==> config.mk <==
export PLATFORM = sky130hd
export DESIGN_NAME = det_event_logger
export DESIGN_NICKNAME = d
export VERILOG_FILES = /design/src/rtl/det_event_logger_pkg.sv /design/src/rtl/det_event_logger_evt_fifo.sv /design/src/rtl/det_event_logger.sv
export SDC_FILE = /design/constraint.sdc
export NUM_CORES = 1
export LEC_CHECK = 0
export ABC_AREA = 1
export CORE_MARGIN = 10
export CORE_UTILIZATION = 60
export CTS_BUF_LIST = sky130_fd_sc_hd__clkbuf_2
export DETAILED_ROUTE_END_ITERATION = 12
export GPL_ROUTABILITY_DRIVEN = 0
export PLACE_DENSITY = 0.79
export SLEW_MARGIN = 15
export SYNTH_ARGS = -nofsm -noshare
export SYNTH_HDL_FRONTEND = slang
export SYNTH_SLANG_ARGS = --single-unit
==> constraint.sdc <==
create_clock -name clock_i -period 2.4 [get_ports clock_i]
set_input_delay 0.48 -clock clock_i [delete_from_list [all_inputs] [get_ports clock_i]]
set_output_delay 0.48 -clock clock_i [all_outputs]
set_load 0.01 [all_outputs]
==> src/rtl/det_event_logger_pkg.sv <==
// Shared constants and types for the detection event logger.
// Holds the default FIFO depth and timestamp width used by det_event_logger
// and evt_fifo, plus the pointer type that matches the default depth
// (one extra MSB beyond the index bits to tell full from empty).
package det_event_logger_pkg;

    localparam int unsigned DET_LOG_DEPTH = 4;
    localparam int unsigned DET_LOG_TS_W  = 16;
    localparam int unsigned DET_LOG_PTR_W = $clog2(DET_LOG_DEPTH) + 1;

    typedef logic [DET_LOG_PTR_W-1:0] det_ptr_t;

endpackage

==> src/rtl/det_event_logger_evt_fifo.sv <==
// evt_fifo: small timestamp FIFO for the detection event logger.
// Pointers carry one wrap bit above the index, so equal pointers mean empty
// and pointers differing only in the MSB mean full. The head entry is kept
// in a register so the consumer sees stable data with no read-port timing.
// A push and a pop in the same cycle are both accepted even when full.
module evt_fifo
    import det_event_logger_pkg::*;
#(
    parameter int unsigned DEPTH = DET_LOG_DEPTH,
    parameter int unsigned W     = DET_LOG_TS_W
) (
    input  logic         clock_i,
    input  logic         areset_ni,
    input  logic         clear,
    input  logic         push,
    input  logic         pop,
    input  logic [W-1:0] push_data,
    output logic         full,
    output logic         empty,
    output logic [W-1:0] head_data
);

    localparam int unsigned AW = $clog2(DEPTH);

    logic [AW:0]  wr_ptr;
    logic [AW:0]  rd_ptr;
    logic [AW:0]  wr_ptr_nxt;
    logic [AW:0]  rd_ptr_nxt;
    logic [W-1:0] mem [DEPTH];
    logic         do_push;
    logic         do_pop;
    logic         empty_nxt;
    logic         push_to_head;

    assign empty = (wr_ptr == rd_ptr);
    assign full  = (wr_ptr[AW] != rd_ptr[AW]) && (wr_ptr[AW-1:0] == rd_ptr[AW-1:0]);

    // A pop frees a slot in the same cycle, so a full FIFO can still take a push.
    assign do_pop  = pop && !empty;
    assign do_push = push && (!full || do_pop);

    assign wr_ptr_nxt   = do_push ? wr_ptr + (AW+1)'(1) : wr_ptr;
    assign rd_ptr_nxt   = do_pop  ? rd_ptr + (AW+1)'(1) : rd_ptr;
    assign empty_nxt    = (wr_ptr_nxt == rd_ptr_nxt);
    assign push_to_head = do_push && (wr_ptr[AW-1:0] == rd_ptr_nxt[AW-1:0]);

    // Pointer registers; a clear empties the FIFO without touching storage.
    always_ff @(posedge clock_i or negedge areset_ni) begin
        if (!areset_ni) begin
            wr_ptr <= '0;
            rd_ptr <= '0;
        end else if (clear) begin
            wr_ptr <= '0;
            rd_ptr <= '0;
        end else begin
            wr_ptr <= wr_ptr_nxt;
            rd_ptr <= rd_ptr_nxt;
        end
    end

    // Storage array; contents are don't-care until a pointer covers them.
    always_ff @(posedge clock_i) begin
        if (do_push && !clear) begin
            mem[wr_ptr[AW-1:0]] <= push_data;
        end
    end

    // Registered head: bypass the incoming word when it lands at the next read slot.
    always_ff @(posedge clock_i or negedge areset_ni) begin
        if (!areset_ni) begin
            head_data <= '0;
        end else if (clear || empty_nxt) begin
            head_data <= '0;
        end else if (push_to_head) begin
            head_data <= push_data;
        end else begin
            head_data <= mem[rd_ptr_nxt[AW-1:0]];
        end
    end

endmodule

==> src/rtl/det_event_logger.sv <==
// det_event_logger: timestamps detection pulses and queues them for a consumer.
// A free-running timestamp is captured into evt_fifo on every det_i pulse.
// Drops on a full FIFO raise a sticky overflow flag; det_cnt_o counts every
// detection (kept or dropped) and saturates. clear_i flushes everything and
// wins over a simultaneous detection or pop.
// Optional feature: define DET_LOG_OVF_CNT_EN to add ovf_cnt_o, a saturating
// count of dropped detections.
module det_event_logger
    import det_event_logger_pkg::*;
#(
    parameter int unsigned DEPTH = DET_LOG_DEPTH,
    parameter int unsigned TS_W  = DET_LOG_TS_W
) (
    input  logic            clock_i,
    input  logic            areset_ni,
    input  logic            det_i,
    input  logic            clear_i,
    output logic            evt_valid_o,
    input  logic            evt_ready_i,
    output logic [TS_W-1:0] evt_ts_o,
    output logic [15:0]     det_cnt_o,
`ifdef DET_LOG_OVF_CNT_EN
    output logic            overflow_o,
    output logic [7:0]      ovf_cnt_o
`else
    output logic            overflow_o
`endif
);

    logic [TS_W-1:0] ts_q;
    logic            fifo_full;
    logic            fifo_empty;
    logic            pop;
    logic            drop;

    assign evt_valid_o = !fifo_empty;
    assign pop         = evt_valid_o && evt_ready_i;
    assign drop        = det_i && fifo_full && !pop;

    evt_fifo #(
        .DEPTH (DEPTH),
        .W     (TS_W)
    ) u_evt_fifo (
        .clock_i   (clock_i),
        .areset_ni (areset_ni),
        .clear     (clear_i),
        .push      (det_i),
        .pop       (pop),
        .push_data (ts_q),
        .full      (fifo_full),
        .empty     (fifo_empty),
        .head_data (evt_ts_o)
    );

    // Free-running timestamp, wraps naturally at 2^TS_W.
    always_ff @(posedge clock_i or negedge areset_ni) begin
        if (!areset_ni) begin
            ts_q <= '0;
        end else if (clear_i) begin
            ts_q <= '0;
        end else begin
            ts_q <= ts_q + TS_W'(1);
        end
    end

    // Total detection count, stops at all-ones.
    always_ff @(posedge clock_i or negedge areset_ni) begin
        if (!areset_ni) begin
            det_cnt_o <= '0;
        end else if (clear_i) begin
            det_cnt_o <= '0;
        end else if (det_i && (det_cnt_o != 16'hFFFF)) begin
            det_cnt_o <= det_cnt_o + 16'd1;
        end
    end

    // Sticky flag raised by any detection that found the FIFO full with no pop.
    always_ff @(posedge clock_i or negedge areset_ni) begin
        if (!areset_ni) begin
            overflow_o <= 1'b0;
        end else if (clear_i) begin
            overflow_o <= 1'b0;
        end else if (drop) begin
            overflow_o <= 1'b1;
        end
    end

`ifdef DET_LOG_OVF_CNT_EN
    // Dropped-detection count, stops at all-ones.
    always_ff @(posedge clock_i or negedge areset_ni) begin
        if (!areset_ni) begin
            ovf_cnt_o <= '0;
        end else if (clear_i) begin
            ovf_cnt_o <= '0;
        end else if (drop && (ovf_cnt_o != 8'hFF)) begin
            ovf_cnt_o <= ovf_cnt_o + 8'd1;
        end
    end
`endif

endmodule
# Yosys cells after proc, flatten, opt, wreduce, memory -nomap -nowiden
# Memory sizes are Yosys's and may differ from the RTL's.
# Cells that the tools add are included.
# classes
n_addsub,4
n_eq_ne,6
mux,13
n_reduce_logical,17
# ops
op,n
$mux W16,5
$add A16 B1 Y16 const B,2
$ne A16 B16 Y1 const B,1
$mux W3,4
$logic_and A1 B1 Y1,9
$add A3 B1 Y3 const B,2
$eq A3 B3 Y1,2
$eq A2 B2 Y1,2
$logic_not A1 Y1,4
$mux W1,4
$reduce_bool A2 Y1,2
$logic_or A1 B1 Y1,2
$ne A1 B1 Y1,1
# totals
reg_bits,55
mem_bits_rw,64
input_bits,5
out_inout_bits,34
word_cells,47
n_memories,1
# mem_list
name,words,word_bits,rd,rd_ports_with_merged_regs,write_ports,line,source
u_evt_fifo.mem,4,16,1,0,1,det_event_logger_evt_fifo.sv:29,logic [W-1:0] mem [DEPTH];

# Longest topological paths before layout
# depth
word_depth,10
mapped_depth,15
ltp_nobuf,14

# Modules after synthesis
# A second synthesis with hierarchy kept.
# hier_totals
hier_cells,685
hier_area_um2,5963.2
# modules_own_cells
mod,instances,cells_each,area_each_um2,seq_area_each_um2
evt_fifo,1,421,4092.7,2472.4
det_event_logger,1,264,1870.5,825.8

# Worst setup path before layout
# OpenSTA, ideal clock, no wires.
# synth_path
path_type,input-to-reg
from,input evt_ready_i
to,"memory u_evt_fifo.mem[0][0] (netlist name), enable pin"
setup_ps,389
arrival_ps,1749
required_ps,2011
setup_slack_ps,263
stages,6
path_buffers,1
cell_sequence,buf_2 > nand3b_1 > nor2_1 > nor2_4 > nand2_1 > nor2_1
# synth_between
elab_chain_len,7
# synth_lines
item,line,source
"start, declared",det_event_logger.sv:19,"input logic evt_ready_i,"
$logic_and A1 B1 Y1,det_event_logger.sv:37,assign pop = evt_valid_o && evt_ready_i;
$logic_and A1 B1 Y1,det_event_logger_evt_fifo.sv:39,assign do_pop = pop && !empty;
$logic_or A1 B1 Y1,det_event_logger_evt_fifo.sv:40,assign do_push = push && (!full || do_pop);
$logic_and A1 B1 Y1,det_event_logger_evt_fifo.sv:40,
$logic_and A1 B1 Y1,det_event_logger_evt_fifo.sv:63,if (do_push && !clear) begin
$mux W1,det_event_logger_evt_fifo.sv:63,
$mux W1 (not written as such),det_event_logger_evt_fifo.sv:64,mem[wr_ptr[AW-1:0]] <= push_data;
"end, declared",det_event_logger_evt_fifo.sv:29,
# No other way between the ends.

# Final worst setup path
# layout_path
from,register det_cnt_o[13]
to,output det_cnt_o[13]
# layout_lines
item,line,source
"start, declared",det_event_logger.sv:21,"output logic [15:0] det_cnt_o,"
"start signal, assigned",det_event_logger.sv:73,det_cnt_o <= det_cnt_o + 16'd1;
# No word-level cell between the ends.

==> results.sh <==
export IMPL_antenna_found_initial=0
export IMPL_drt_iter0_markers=291
export IMPL_status="finished clean"
export IMPL_grt_pass1_vias=4350
export IMPL_grt_max_degree=56
export IMPL_port_buffers=38
export IMPL_cp_required_ns=1.92
export IMPL_r2r_cells=11
export IMPL_wl_per_cell_um=14.98
export IMPL_drt_total_wl_mm=12.59
export IMPL_yosys_warnings=0
export IMPL_vias=4465
export IMPL_initial_core_util_pct=62.08
export IMPL_final_cell_mix="nand2_1, inv_1, nand3_1"
export IMPL_top_usage_layer="met2"
export IMPL_h_tree_depth=4
export IMPL_path_cells="clkdlybuf4s50_1"
export IMPL_ant_nets=0
export IMPL_min_period_ns=2.205
export IMPL_postSynthCellCount=634
export IMPL_yosysSeqAreaShare_pct=56.96
export IMPL_grt_pass1_wl_mm=20.87
export IMPL_preCtsSetupSlack_ns=0.1449
export IMPL_worstSetupPathType="flop to primary output"
export IMPL_critPathArrivalTime_ns=1.73
export IMPL_tns_ns=0
export IMPL_drt_pass1_iterations=5
export IMPL_drive_gt1_share_pct=15.89
export IMPL_final_common_cell="nand2_1"
export IMPL_slowest_stage="clkdlybuf4s50_1"
export IMPL_postPlaceCellArea_um2=6414
export IMPL_synth_seq_cells=119
export IMPL_area_growth_pct=16.01
export IMPL_fin_util_pct=72.02
export IMPL_crit_path_max_incr_delay_ns=0.60
export IMPL_ir_worst_vdd_v=0.0003471
export IMPL_avgSynthCellArea_um2=9.133
export IMPL_cellLeakagePower_uw=0.003016
export IMPL_r2r_slack_ns=0.35
export IMPL_worstPathMaxFanout=5
export IMPL_fmax_ghz=0.4535
export IMPL_io_pin_count=39
export IMPL_antenna_cells=0
export IMPL_dp_hpwl_mm=8.315
export IMPL_power_density_nw_per_um2=752.2
export IMPL_grt_use_total_pct=18.34
export IMPL_via_per_inst=5.315
export IMPL_postLayoutCellArea_um2=6718
export IMPL_cts_sinks=119
export IMPL_cp_num_buf_inv=1
export IMPL_slew_viol_final=0
export IMPL_use_met3_pct=5.378
export IMPL_startpoint_type="flop"
export IMPL_cts_reportedPaths_clkPinSlew_ns=0.19
export IMPL_die_area_um2=13980
export IMPL_root_buffer="clkbuf_2"
export IMPL_synth_area_um2=5791
export IMPL_hp_class="input port to asynchronous set/reset pin"
export IMPL_path_delay_family="buffers and inverters"
export IMPL_period_share_pct=91.89
export IMPL_die_x_um=118.2
export IMPL_setup_viol=0
export IMPL_cts_tree="yes"
export IMPL_core_area_um2=9328
export IMPL_slew_headroom_pct=72.64
export IMPL_clock_latency_ns=0.64
export IMPL_grt_ovfl_total=0
export IMPL_grt_use_met2_pct=31.82
export IMPL_hold_viol=0
export IMPL_cts_inserted_buffers=17
export IMPL_fin_ws_ns=0.1947
export IMPL_drc=0
export IMPL_rsz0062_at_grt="false"
export IMPL_max_cap_violations=0
export IMPL_clock_skew_ns=0.03194
export IMPL_r2r_start="ts_q[0]$_DFF_PN0_"
export IMPL_r2r_end="ts_q[12]$_DFF_PN0_"
export IMPL_clock_path_buffers=2
export IMPL_synth_nets=646
export IMPL_cp_end_kind="primary output"
export IMPL_std_cell_rows=35
export IMPL_nets=710
export IMPL_fp_dieH_um=118.2
export IMPL_tightest_slew_ns=0.4103
export IMPL_use_met1_pct=21.04
export IMPL_ys_types=30
layout make-up:
class | instances | area, um2
flip-flops and latches | 119 | 3302
fillers | 712 | 2610
repair buffers | 63 | 623.1
inverters | 108 | 405.4
clock inverters | 13 | 156.4
multi-input cells | 389 | 1974
well taps | 129 | 161.4
clock buffers | 19 | 95.09
power breakdown:
| group | switching, uW | leakage [uW] | total, uW | internal (uW) |
|---|---|---|---|---|
| Combinational | 832 | 0.00152 | 1380 | 547 |
| Clock | 754 | 0.000156 | 1340 | 586 |
| Sequential | 58.6 | 0.00134 | 2330 | 2280 |
| Total | 1640 | 0.00302 | 5050 | 3410 |
metrics by stage:
stage          instances  hold WS, ns  power, uW
5_1_grt              840       0.2983       5329
2_1_floorplan        634       0.1844       3292
4_1_cts              839       0.3049       5090
3_5_place_dp         802       0.4884       3752
3_3_place_gp         802       0.4778       3708
6_report             840       0.3530       5053
cells in the mapped netlist:
cell / instances / area share, %
nor3_1: 7 / 0.60
nand3_1: 73 / 6.3
nand2_1: 136 / 8.8
o31ai_1: 1 / 0.13
xor2_1: 4 / 0.60
dfrtp_1: 55 / 24
buf_12: 1 / 0.35
nand3b_1: 6 / 0.78
edfxtp_1: 64 / 33
buf_6: 3 / 0.58
and2_4: 1 / 0.15
nand2_4: 1 / 0.19
nor2_2: 10 / 1.1
inv_1: 104 / 6.7
clkbuf_1: 4 / 0.26
nor2_1: 57 / 3.7
nand2_2: 18 / 1.9
nand3_2: 14 / 2.4
buf_2: 10 / 0.86
inv_2: 4 / 0.26
a21oi_1: 21 / 1.8
nand3_4: 2 / 0.60
o21ai_0: 21 / 1.8
nor4_1: 2 / 0.22
xnor2_1: 2 / 0.30
o21a_1: 1 / 0.13
nor2_8: 1 / 0.35
nor2_4: 1 / 0.19
nand4_1: 3 / 0.32
ha_1: 7 / 1.5
state kept, by name, indices dropped and copies added (netlist names):
| signal | cells |
|---|---|
| overflow_o | 1 |
| u_evt_fifo.mem | 64 |
| u_evt_fifo.head_data | 16 |
| det_cnt_o | 16 |
| u_evt_fifo.rd_ptr | 3 |
| ts_q | 16 |
| u_evt_fifo.wr_ptr | 3 |
kinds of logic after synthesis:
| group | count (synthesis) | share of synthesized area [%] |
|---|---|---|
| xor+xnor | 6 | 0.9075 |
| simple gates | 332 | 27.68 |
| fa+ha+maj | 7 | 1.512 |
| buf+inv | 126 | 9.053 |
| compound gates | 44 | 3.889 |
| flops | 119 | 56.96 |
per-layer routing:
| layer | routed length, um | share of wire [%] | up-vias |
|---|---|---|---|
| met5 | 0 | 0 | - |
| met4 | 188 | 1.5 | 0 |
| met3 | 925 | 7.3 | 19 |
| met2 | 6461 | 51 | 152 |
| met1 | 5011 | 40 | 2136 |
| li1 | - | - | 2158 |
repair_timing:
item,CTS,global route
hold buffers,1,0
pin swaps,0,1
endpoints found under the hold margin,55,0
gates resized for setup,4,3
setup endpoints to repair,1,3
buffers inserted,4,1
worst max path at each step:
stage	start	to	cells after the start
after CTS	u_evt_fifo.rd_ptr[0]$_DFF_PN0_	evt_valid_o	5
after global placement	evt_ready_i	u_evt_fifo.head_data[14]$_DFF_PN0_	10
after floorplan	evt_ready_i	u_evt_fifo.mem[0][0]$_DFFE_PP_	6
after detailed placement	det_i	u_evt_fifo.head_data[14]$_DFF_PN0_	8
after global routing	ts_q[0]$_DFF_PN0_	ts_q[12]$_DFF_PN0_	11
final	det_cnt_o[13]$_DFFE_PN0P_	det_cnt_o[13]	1
No activity file was read; power rests on OpenSTA's default activity.
